$ cat src/rtl/rename_reg_file.sv
// Architectural register file with per-register rename tags for an OoO core.
// Optional macro RF_BYPASS_EN forwards a tag-matching commit onto the read ports.
module rename_reg_file #(
  parameter int NUM_REGS = 32,
  parameter int XLEN     = 32,
  parameter int ROB_ID_W = 4
) (
  input  logic                clk,
  input  logic                rst,
  input  logic                rdy,
  input  logic                clear,
  input  logic [4:0]          rs1_id,
  input  logic [4:0]          rs2_id,
  output logic [XLEN-1:0]     rs1_val,
  output logic                rs1_busy,
  output logic [ROB_ID_W-1:0] rs1_tag,
  output logic [XLEN-1:0]     rs2_val,
  output logic                rs2_busy,
  output logic [ROB_ID_W-1:0] rs2_tag,
  input  logic                issue_en,
  input  logic [4:0]          issue_rd,
  input  logic [ROB_ID_W-1:0] issue_rob_id,
  input  logic                commit_en,
  input  logic [4:0]          commit_rd,
  input  logic [ROB_ID_W-1:0] commit_rob_id,
  input  logic [XLEN-1:0]     commit_val
);

  logic [XLEN-1:0]     val_r  [NUM_REGS];
  logic                busy_r [NUM_REGS];
  logic [ROB_ID_W-1:0] tag_r  [NUM_REGS];

  logic commit_ok_s;
  logic issue_ok_s;

  // Qualified write strobes; x0 is never written so it reads as zero forever.
  always_comb begin
    commit_ok_s = rdy && commit_en && (commit_rd != 5'd0);
    issue_ok_s  = rdy && issue_en && !clear && (issue_rd != 5'd0);
  end

  // State update: commit release first, then flush/issue so a same-cycle rename wins busy/tag.
  always_ff @(posedge clk or negedge rst) begin
    if (!rst) begin
      for (int i = 0; i < NUM_REGS; i++) begin
        val_r[i]  <= {XLEN{1'b0}};
        busy_r[i] <= 1'b0;
        tag_r[i]  <= {ROB_ID_W{1'b0}};
      end
    end else begin
      if (commit_ok_s) begin
        val_r[commit_rd] <= commit_val;
        if (busy_r[commit_rd] && (tag_r[commit_rd] == commit_rob_id)) begin
          busy_r[commit_rd] <= 1'b0;
        end
      end
      if (rdy && clear) begin
        for (int i = 0; i < NUM_REGS; i++) begin
          busy_r[i] <= 1'b0;
        end
      end else if (issue_ok_s) begin
        busy_r[issue_rd] <= 1'b1;
        tag_r[issue_rd]  <= issue_rob_id;
      end
    end
  end

  // Source-1 read port.
  always_comb begin
    rs1_val  = {XLEN{1'b0}};
    rs1_busy = 1'b0;
    rs1_tag  = {ROB_ID_W{1'b0}};
    if (rs1_id != 5'd0) begin
      rs1_val  = val_r[rs1_id];
      rs1_busy = busy_r[rs1_id];
      rs1_tag  = tag_r[rs1_id];
`ifdef RF_BYPASS_EN
      if (commit_en && !clear && (rs1_id == commit_rd) && busy_r[rs1_id]
          && (tag_r[rs1_id] == commit_rob_id)) begin
        rs1_val  = commit_val;
        rs1_busy = 1'b0;
      end else begin
        rs1_busy = busy_r[rs1_id];
      end
`endif
    end else begin
      rs1_busy = 1'b0;
    end
  end

  // Source-2 read port.
  always_comb begin
    rs2_val  = {XLEN{1'b0}};
    rs2_busy = 1'b0;
    rs2_tag  = {ROB_ID_W{1'b0}};
    if (rs2_id != 5'd0) begin
      rs2_val  = val_r[rs2_id];
      rs2_busy = busy_r[rs2_id];
      rs2_tag  = tag_r[rs2_id];
`ifdef RF_BYPASS_EN
      if (commit_en && !clear && (rs2_id == commit_rd) && busy_r[rs2_id]
          && (tag_r[rs2_id] == commit_rob_id)) begin
        rs2_val  = commit_val;
        rs2_busy = 1'b0;
      end else begin
        rs2_busy = busy_r[rs2_id];
      end
`endif
    end else begin
      rs2_busy = 1'b0;
    end
  end

endmodule

$ cat config.mk
export PLATFORM = sky130hd
export DESIGN_NAME = rename_reg_file
export DESIGN_NICKNAME = d
export VERILOG_FILES = /design/src/rtl/rename_reg_file.sv
export SDC_FILE = /design/constraint.sdc
export NUM_CORES = 2
export LEC_CHECK = 0
export BUFFER_PORTS_ARGS = -buffer_cell sky130_fd_sc_hd__buf_2
export CAP_MARGIN = 40
export CORE_MARGIN = 4
export CORE_UTILIZATION = 30
export CTS_CLUSTER_SIZE = 16
export DETAILED_ROUTE_END_ITERATION = 16
export HOLD_SLACK_MARGIN = 0.02
export PLACE_DENSITY = 0.51
export SLEW_MARGIN = 20
export SYNTH_ARGS = -nofsm -noshare
export SYNTH_HDL_FRONTEND = slang
export SYNTH_SLANG_ARGS = --single-unit
$ cat constraint.sdc
create_clock -name clk -period 1.91 [get_ports clk]
set_input_delay 0.0955 -clock clk [delete_from_list [all_inputs] [get_ports clk]]
set_output_delay 0.0955 -clock clk [all_outputs]
set_load 0.01 [all_outputs]
# [Yosys cells after proc, flatten, opt, wreduce, memory -nomap -nowiden]
# Index checks and enable logic that the tools add are counted.
[word_totals] reg_bits=1184 output_inout_bits=74 elab_cells=170
[op_classes] order_cmp=6 n_eq_ne=1 n_mux=44 n_bitwise=8 n_reduce_logical=15
[op_table] cell="1024-bit bitwise mux" count=1
[op_table] cell="32-bit two-way mux" count=11
[op_table] cell="32-bit binary-select mux with 5-bit select" count=2
[op_table] cell="32-bit demux with 5-bit select" count=1
[op_table] cell="128-bit bitwise mux" count=1
[op_table] cell="4-bit binary-select mux with 5-bit select" count=3
[op_table] cell="4-bit two-way mux" count=9
[op_table] cell="32-bit bitwise AND" count=1
[op_table] cell="32-bit inverter" count=1
[op_table] cell="32-bit bitwise OR" count=1
[op_table] cell="6-bit >= comparator (second input constant)" count=4
[op_table] cell="5-bit inverter with 6-bit output" count=4
[op_table] cell="4-bit demux with 5-bit select" count=1
[op_table] cell="5-bit nonzero test" count=4
[op_table] cell="1-bit binary-select mux with 5-bit select" count=3
[op_table] cell="6-bit by 1-bit < comparator with 1-bit output (second input constant)" count=2
[op_table] cell="1-bit demux with 5-bit select" count=2
[op_table] cell="1-bit two-way mux" count=10
[op_table] cell="1-bit logical AND" count=9
[op_table] cell="4-bit equality test" count=1
[op_table] cell="2-bit AND reduction" count=1
[op_table] cell="1-bit logical NOT" count=1
[op_table] cell="1-bit inverter" count=1

# [Logic depth before layout (Yosys ltp)]
[depth] depth_word=12 depth_mapped=11

# [Worst setup path after synthesis]
# Ideal clock, no wire load.
[synth_timing] path_kind="input to output" startpoint="input port rs2_id[1]" endpoint="output port rs2_tag[0]" arrival_time_ns=1.999 path_slack_ns=-0.185 cell_stages=7 path_buffers=3 cell_sequence="clkbuf_1 -> clkbuf_1 -> buf_1 -> mux4_2 -> mux4_2 -> mux2i_1 -> nor2_1"
[synth_via] elab_chain_len=5 elab_cells_between_ends=6 cone_classes="mux: 4; bitwise: 1; reduce/logical: 1"
[synth_rtl] item="start, declared" line_no="13" rtl="input logic [4:0] rs2_id,"
[synth_rtl] item="5-bit inverter with 6-bit output (not written as such)" line_no="99" rtl="rs2_tag = tag_r[rs2_id];"
[synth_rtl] item="4-bit binary-select mux with 5-bit select" line_no="99"
[synth_rtl] item="4-bit two-way mux (not written as such) (2 in a row)" line_no="99"
[synth_rtl] item="4-bit two-way mux *" line_no="96" rtl="if (rs2_id != 5'd0) begin"
[synth_rtl] item="end, declared" line_no="19" rtl="output logic [ROB_ID_W-1:0] rs2_tag,"
# Mark *: on every way between the ends. The rest lies on a longest branch, timed or not. The select of a mux whose other input is x is not followed.

# [Worst setup path in the final report]
[layout_timing] startpoint="register busy_r[0] (netlist bit)" endpoint="output port rs2_busy"
[layout_via] elab_chain_len=4
[layout_rtl] item="start, declared" line_no="30" rtl="logic busy_r [NUM_REGS];"
[layout_rtl] item="start signal, assigned by index" line_no="47" rtl="busy_r[i] <= 1'b0;"
[layout_rtl] item="start signal, assigned by index" line_no="54" rtl="busy_r[commit_rd] <= 1'b0;"
[layout_rtl] item="start signal, assigned by index" line_no="59" rtl="busy_r[i] <= 1'b0;"
[layout_rtl] item="1-bit binary-select mux with 5-bit select" line_no="98" rtl="rs2_busy = busy_r[rs2_id];"
[layout_rtl] item="1-bit two-way mux (not written as such) (2 in a row)" line_no="98"
[layout_rtl] item="1-bit two-way mux" line_no="96"
[layout_rtl] item="end, declared" line_no="18" rtl="output logic rs2_busy,"
# Every way passes these cells. The select of a mux whose other input is x is not followed.

==> metrics.txt <==
# TYPE chip_impl_metric gauge
chip_impl_metric{name="maxSlewHeadroom",unit="%"} 51.67
chip_impl_metric{name="post-route-min-period",unit="ps"} 2825
chip_impl_metric{name="die_w",unit="um"} 472.1
chip_impl_metric{name="cts_max_path_buffers",unit=""} 3
chip_impl_metric{name="syn2layout_area_growth",unit="%"} 30.34
chip_impl_metric{name="vias_per_cell",unit=""} 5.504
chip_impl_metric{name="ys_ff_latch",unit=""} 1184
chip_impl_metric{name="synth_cell_type_count",unit=""} 61
chip_impl_metric{name="fp.coreArea",unit="um2"} 214400
chip_impl_metric{name="worst_pin_slew",unit="ps"} 725.0
chip_impl_metric{name="layout-drive-gt1-share",unit="%"} 65.01
chip_impl_metric{name="synth_sequential_area_ratio",unit="%"} 45.85
chip_impl_metric{name="synth-edff-count",unit=""} 0
chip_impl_metric{name="cp.required",unit="ps"} 1810
chip_impl_info{name="violated_checks",value="negative setup slack"} 1
chip_impl_metric{name="overflow",unit=""} 0
chip_impl_metric{name="grt_util_all_layers",unit="%"} 20.92
chip_impl_info{name="postSynth.topFlopCell",value="sky130_fd_sc_hd__dfrtp_1"} 1
chip_impl_metric{name="synthesis.instances",unit=""} 4235
chip_impl_metric{name="met2_usage",unit="%"} 33.87
chip_impl_metric{name="setup_tns",unit="ps"} -70470
chip_impl_metric{name="pwr_density_cell",unit="nW/um2"} 854.0
chip_impl_metric{name="cts.clk_slew.worst_paths",unit="ps"} 60
chip_impl_metric{name="postSynth.asyncResetShare",unit="%"} 100.0
chip_impl_metric{name="post_drt_wl_per_cell",unit="um"} 29.40
chip_impl_info{name="crit_path_cell_chain",value="mux4_2, mux4_2, mux2i_2, buf_4, nor2_2, buf_2"} 1
chip_impl_metric{name="max_cap_violations",unit=""} 0
chip_impl_metric{name="r2r_cells",unit=""} 11
chip_impl_metric{name="design.portCount",unit=""} 140
chip_impl_info{name="critPathCaptureType",value="output pin"} 1
chip_impl_metric{name="worstSkewPairLatency",unit="ps"} 790
chip_impl_info{name="rsz_0062_raised_after_global_routing",value="yes"} 1
chip_impl_metric{name="fin_ws",unit="ps"} -915.1
chip_impl_info{name="critical_path.startpoint_type",value="flop"} 1
chip_impl_metric{name="initial_core_util",unit="%"} 30.14
chip_impl_metric{name="via_count",unit=""} 43970
chip_impl_metric{name="die_height",unit="um"} 472.1
chip_impl_metric{name="setup_viol_count_final",unit=""} 105
chip_impl_metric{name="cts_sinks",unit=""} 1184
chip_impl_metric{name="hold_slack",unit="ps"} 9.558
chip_impl_info{name="cp_common_cell",value="sky130_fd_sc_hd__mux4_2"} 1
chip_impl_info{name="min_path_type",value="in2async"} 1
chip_impl_metric{name="drv_slew",unit=""} 0
chip_impl_metric{name="floorplan.rows",unit=""} 170
chip_impl_metric{name="hpwl_detailed",unit="um"} 156400
chip_impl_metric{name="numCtsBuffers",unit=""} 138
chip_impl_metric{name="report.final.hold_viol_count",unit=""} 0
chip_impl_metric{name="critPathArrivalTime",unit="ps"} 2730
chip_impl_info{name="cp_slowest_cell",value="sky130_fd_sc_hd__mux4_2"} 1
chip_impl_metric{name="io_buffer_count",unit=""} 139
chip_impl_metric{name="drt_first_iter_violations",unit=""} 3244
chip_impl_metric{name="first_global_vias",unit=""} 46570
chip_impl_metric{name="achievable-frequency",unit="MHz"} 354.0
chip_impl_metric{name="synth_area_per_cell",unit="um2"} 15.26
chip_impl_metric{name="wl",unit="um"} 234900
chip_impl_metric{name="remaining_drc_errors",unit=""} 0
chip_impl_metric{name="critPathMaxFanout",unit=""} 4
chip_impl_metric{name="num-nets-final",unit=""} 5106
chip_impl_metric{name="design.die.area",unit="um2"} 222900
chip_impl_metric{name="detailedRoute.firstPassIterationCount",unit=""} 8
chip_impl_metric{name="antenna_violations_before_repair",unit=""} 12
chip_impl_metric{name="synth.net_count",unit=""} 4301
chip_impl_metric{name="timing.critical_path.slowest_cell_delay",unit="ps"} 530
chip_impl_metric{name="total_leakage_power",unit="nW"} 37.48
chip_impl_info{name="top_usage_layer_grt",value="met2"} 1
chip_impl_info{name="clock_tree.root_cell",value="sky130_fd_sc_hd__clkbuf_16"} 1
chip_impl_metric{name="final_critical_path_share_of_the_clock_period",unit="%"} 147.9
chip_impl_metric{name="grt_use_met1",unit="%"} 28.95
chip_impl_info{name="result_of_the_run",value="finished with violations"} 1
chip_impl_metric{name="grt_max_degree",unit=""} 102
chip_impl_metric{name="final_power",unit="mW"} 71.93
chip_impl_metric{name="ctsHtreeMaxLevel",unit=""} 4
chip_impl_info{name="tritoncts",value="done"} 1
chip_impl_info{name="critical_path_class",value="reg2out"} 1
chip_impl_metric{name="ant_nets",unit=""} 0
chip_impl_metric{name="grt_first_pass_wirelength",unit="um"} 342600
chip_impl_metric{name="netlist_area_before_placement",unit="um2"} 64630
chip_impl_metric{name="final.setup_skew",unit="ps"} 24.08
chip_impl_metric{name="synth-warning-count",unit=""} 0
chip_impl_metric{name="vdd_ir_drop_max",unit="uV"} 946.4
chip_impl_metric{name="globalplace.congestion",unit=""} 0.8499
chip_impl_metric{name="met3_usage",unit="%"} 3.413
-- metal layers --
| layer | vias up | share of wire, % |
|---|---|---|
| met5 | - | 0.030 |
| met4 | 10 | 3.0 |
| met3 | 376 | 4.9 |
| met2 | 1272 | 48 |
| met1 | 24110 | 44 |
| li1 | 18190 | - |
-- power breakdown --
part | total (mW) | internal [mW] | switching (mW)
combinational | 14.7 | 8.67 | 6.07
clock | 27.0 | 15.8 | 11.2
sequential | 30.2 | 28.1 | 2.10
-- path summary, 6_finish.rpt --
check / from / to / slack (ps)
hold / removal: rst / tag_r[16]$_DFFE_PN0P_ / 10
setup / recovery: busy_r[0]$_DFF_PN0_ / rs2_busy / -920
hold reg to reg: val_r[994]$_DFFE_PN0P_ / val_r[994]$_DFFE_PN0P_ / 400
min in group clk: commit_rob_id[1] / busy_r[26]$_DFF_PN0_ / 80
setup reg to reg: tag_r[45]$_DFFE_PN0P_ / busy_r[15]$_DFF_PN0_ / -510
max in group asynchronous: rst / val_r[584]$_DFFE_PN0P_ / 770
-- metrics by stage --
| stage | instances | setup WS (ps) | instance area (um2) | util, % |
|---|---|---|---|---|
| after CTS | 7963 | -1007 | 83550 | 38.97 |
| after floorplan | 4235 | -30.18 | 65100 | - |
| after global routing | 7986 | -993.0 | 84230 | 39.28 |
| after detailed placement | 7629 | -679.3 | 76910 | 35.87 |
| after global placement | 7629 | -710.3 | 76910 | 35.87 |
| final | 7988 | -915.1 | 84230 | 39.29 |
-- layout by cell type (no fill, tap or decap), types with 15 or more instances in the layout --
cell type / synthesis / routed
sky130_fd_sc_hd__a211o_1: 22 / 22
sky130_fd_sc_hd__clkinv_2: 0 / 22
sky130_fd_sc_hd__clkbuf_16: 0 / 142
sky130_fd_sc_hd__dfrtp_1: 1184 / 1183
sky130_fd_sc_hd__clkbuf_1: 293 / 36
sky130_fd_sc_hd__mux2_4: 4 / 36
sky130_fd_sc_hd__mux4_2: 624 / 624
sky130_fd_sc_hd__buf_12: 0 / 224
sky130_fd_sc_hd__nor2_4: 0 / 39
sky130_fd_sc_hd__buf_2: 147 / 109
sky130_fd_sc_hd__nor2_1: 89 / 43
sky130_fd_sc_hd__o221ai_1: 34 / 34
sky130_fd_sc_hd__nand2_1: 49 / 45
sky130_fd_sc_hd__a21oi_1: 58 / 38
sky130_fd_sc_hd__dlygate4sd3_1: 0 / 46
sky130_fd_sc_hd__mux2_2: 1159 / 1127
sky130_fd_sc_hd__buf_6: 4 / 58
sky130_fd_sc_hd__a221oi_4: 0 / 16
sky130_fd_sc_hd__a22oi_2: 1 / 16
sky130_fd_sc_hd__nor4b_4: 0 / 16
sky130_fd_sc_hd__nor3_2: 2 / 19
sky130_fd_sc_hd__clkbuf_8: 0 / 31
sky130_fd_sc_hd__nor2_2: 8 / 15
sky130_fd_sc_hd__o22ai_1: 57 / 49
sky130_fd_sc_hd__mux2i_1: 226 / 205
sky130_fd_sc_hd__buf_4: 11 / 709
-- cell usage after synthesis (11+ instances only) --
| cell | count | area (um2) |
|---|---|---|
| sky130_fd_sc_hd__mux2_1 | 12 | 135.1 |
| sky130_fd_sc_hd__mux2i_1 | 226 | 2262 |
| sky130_fd_sc_hd__nor3_1 | 37 | 185.2 |
| sky130_fd_sc_hd__mux2_2 | 1159 | 13050 |
| sky130_fd_sc_hd__o221ai_1 | 34 | 297.8 |
| sky130_fd_sc_hd__a21oi_1 | 58 | 290.3 |
| sky130_fd_sc_hd__mux4_2 | 624 | 14050 |
| sky130_fd_sc_hd__buf_2 | 147 | 735.7 |
| sky130_fd_sc_hd__a221oi_1 | 29 | 254.0 |
| sky130_fd_sc_hd__nor2_1 | 89 | 334.1 |
| sky130_fd_sc_hd__a22oi_1 | 15 | 112.6 |
| sky130_fd_sc_hd__clkbuf_1 | 293 | 1100 |
| sky130_fd_sc_hd__a211o_1 | 22 | 192.7 |
| sky130_fd_sc_hd__nor4b_1 | 22 | 192.7 |
| sky130_fd_sc_hd__buf_4 | 11 | 82.58 |
| sky130_fd_sc_hd__o22ai_1 | 57 | 356.6 |
| sky130_fd_sc_hd__nand2_1 | 49 | 183.9 |
| sky130_fd_sc_hd__buf_1 | 35 | 131.4 |
| sky130_fd_sc_hd__dfrtp_1 | 1184 | 29630 |
-- final cells by class --
type	instances	area, um2
multi-input combinational	2558	34850
tap	2838	3551
antenna	3	7.507
inverter	2	7.507
sequential	1184	29630
clock inverter	40	451.7
clock buffer	207	4076
fill	20020	130200
timing repair buffer	1156	11660
-- sequential cells by signal (all words and copies together), names as in the netlist --
signal	flops
busy_r	32
tag_r	128
val_r	1024
-- critical path: cells and delay by family, from the launching register on --
| kind | cells | cell delay (ps) |
|---|---|---|
| buf+inv | 2 | 300 |
| flops | 1 | 420 |
| mux | 3 | 1220 |
| simple gates | 1 | 30 |
-- kinds of logic after synthesis --
logic type / count (synthesis) / share of synthesized area, %
compound gates: 250 / 2.790
flops: 1184 / 45.85
xor+xnor: 4 / 0.06584
buf+inv: 493 / 3.260
mux: 2025 / 45.74
simple gates: 279 / 2.294
-- repair_timing --
action,in CTS,in global routing
hold endpoints to repair,2317,0
cloned,5,1
setup endpoints to repair,105,112
gates resized for setup,238,102
pin swaps,56,59
hold buffers,48,0
setup buffers,46,25
Note: power is estimated with default switching activity, not from simulation.
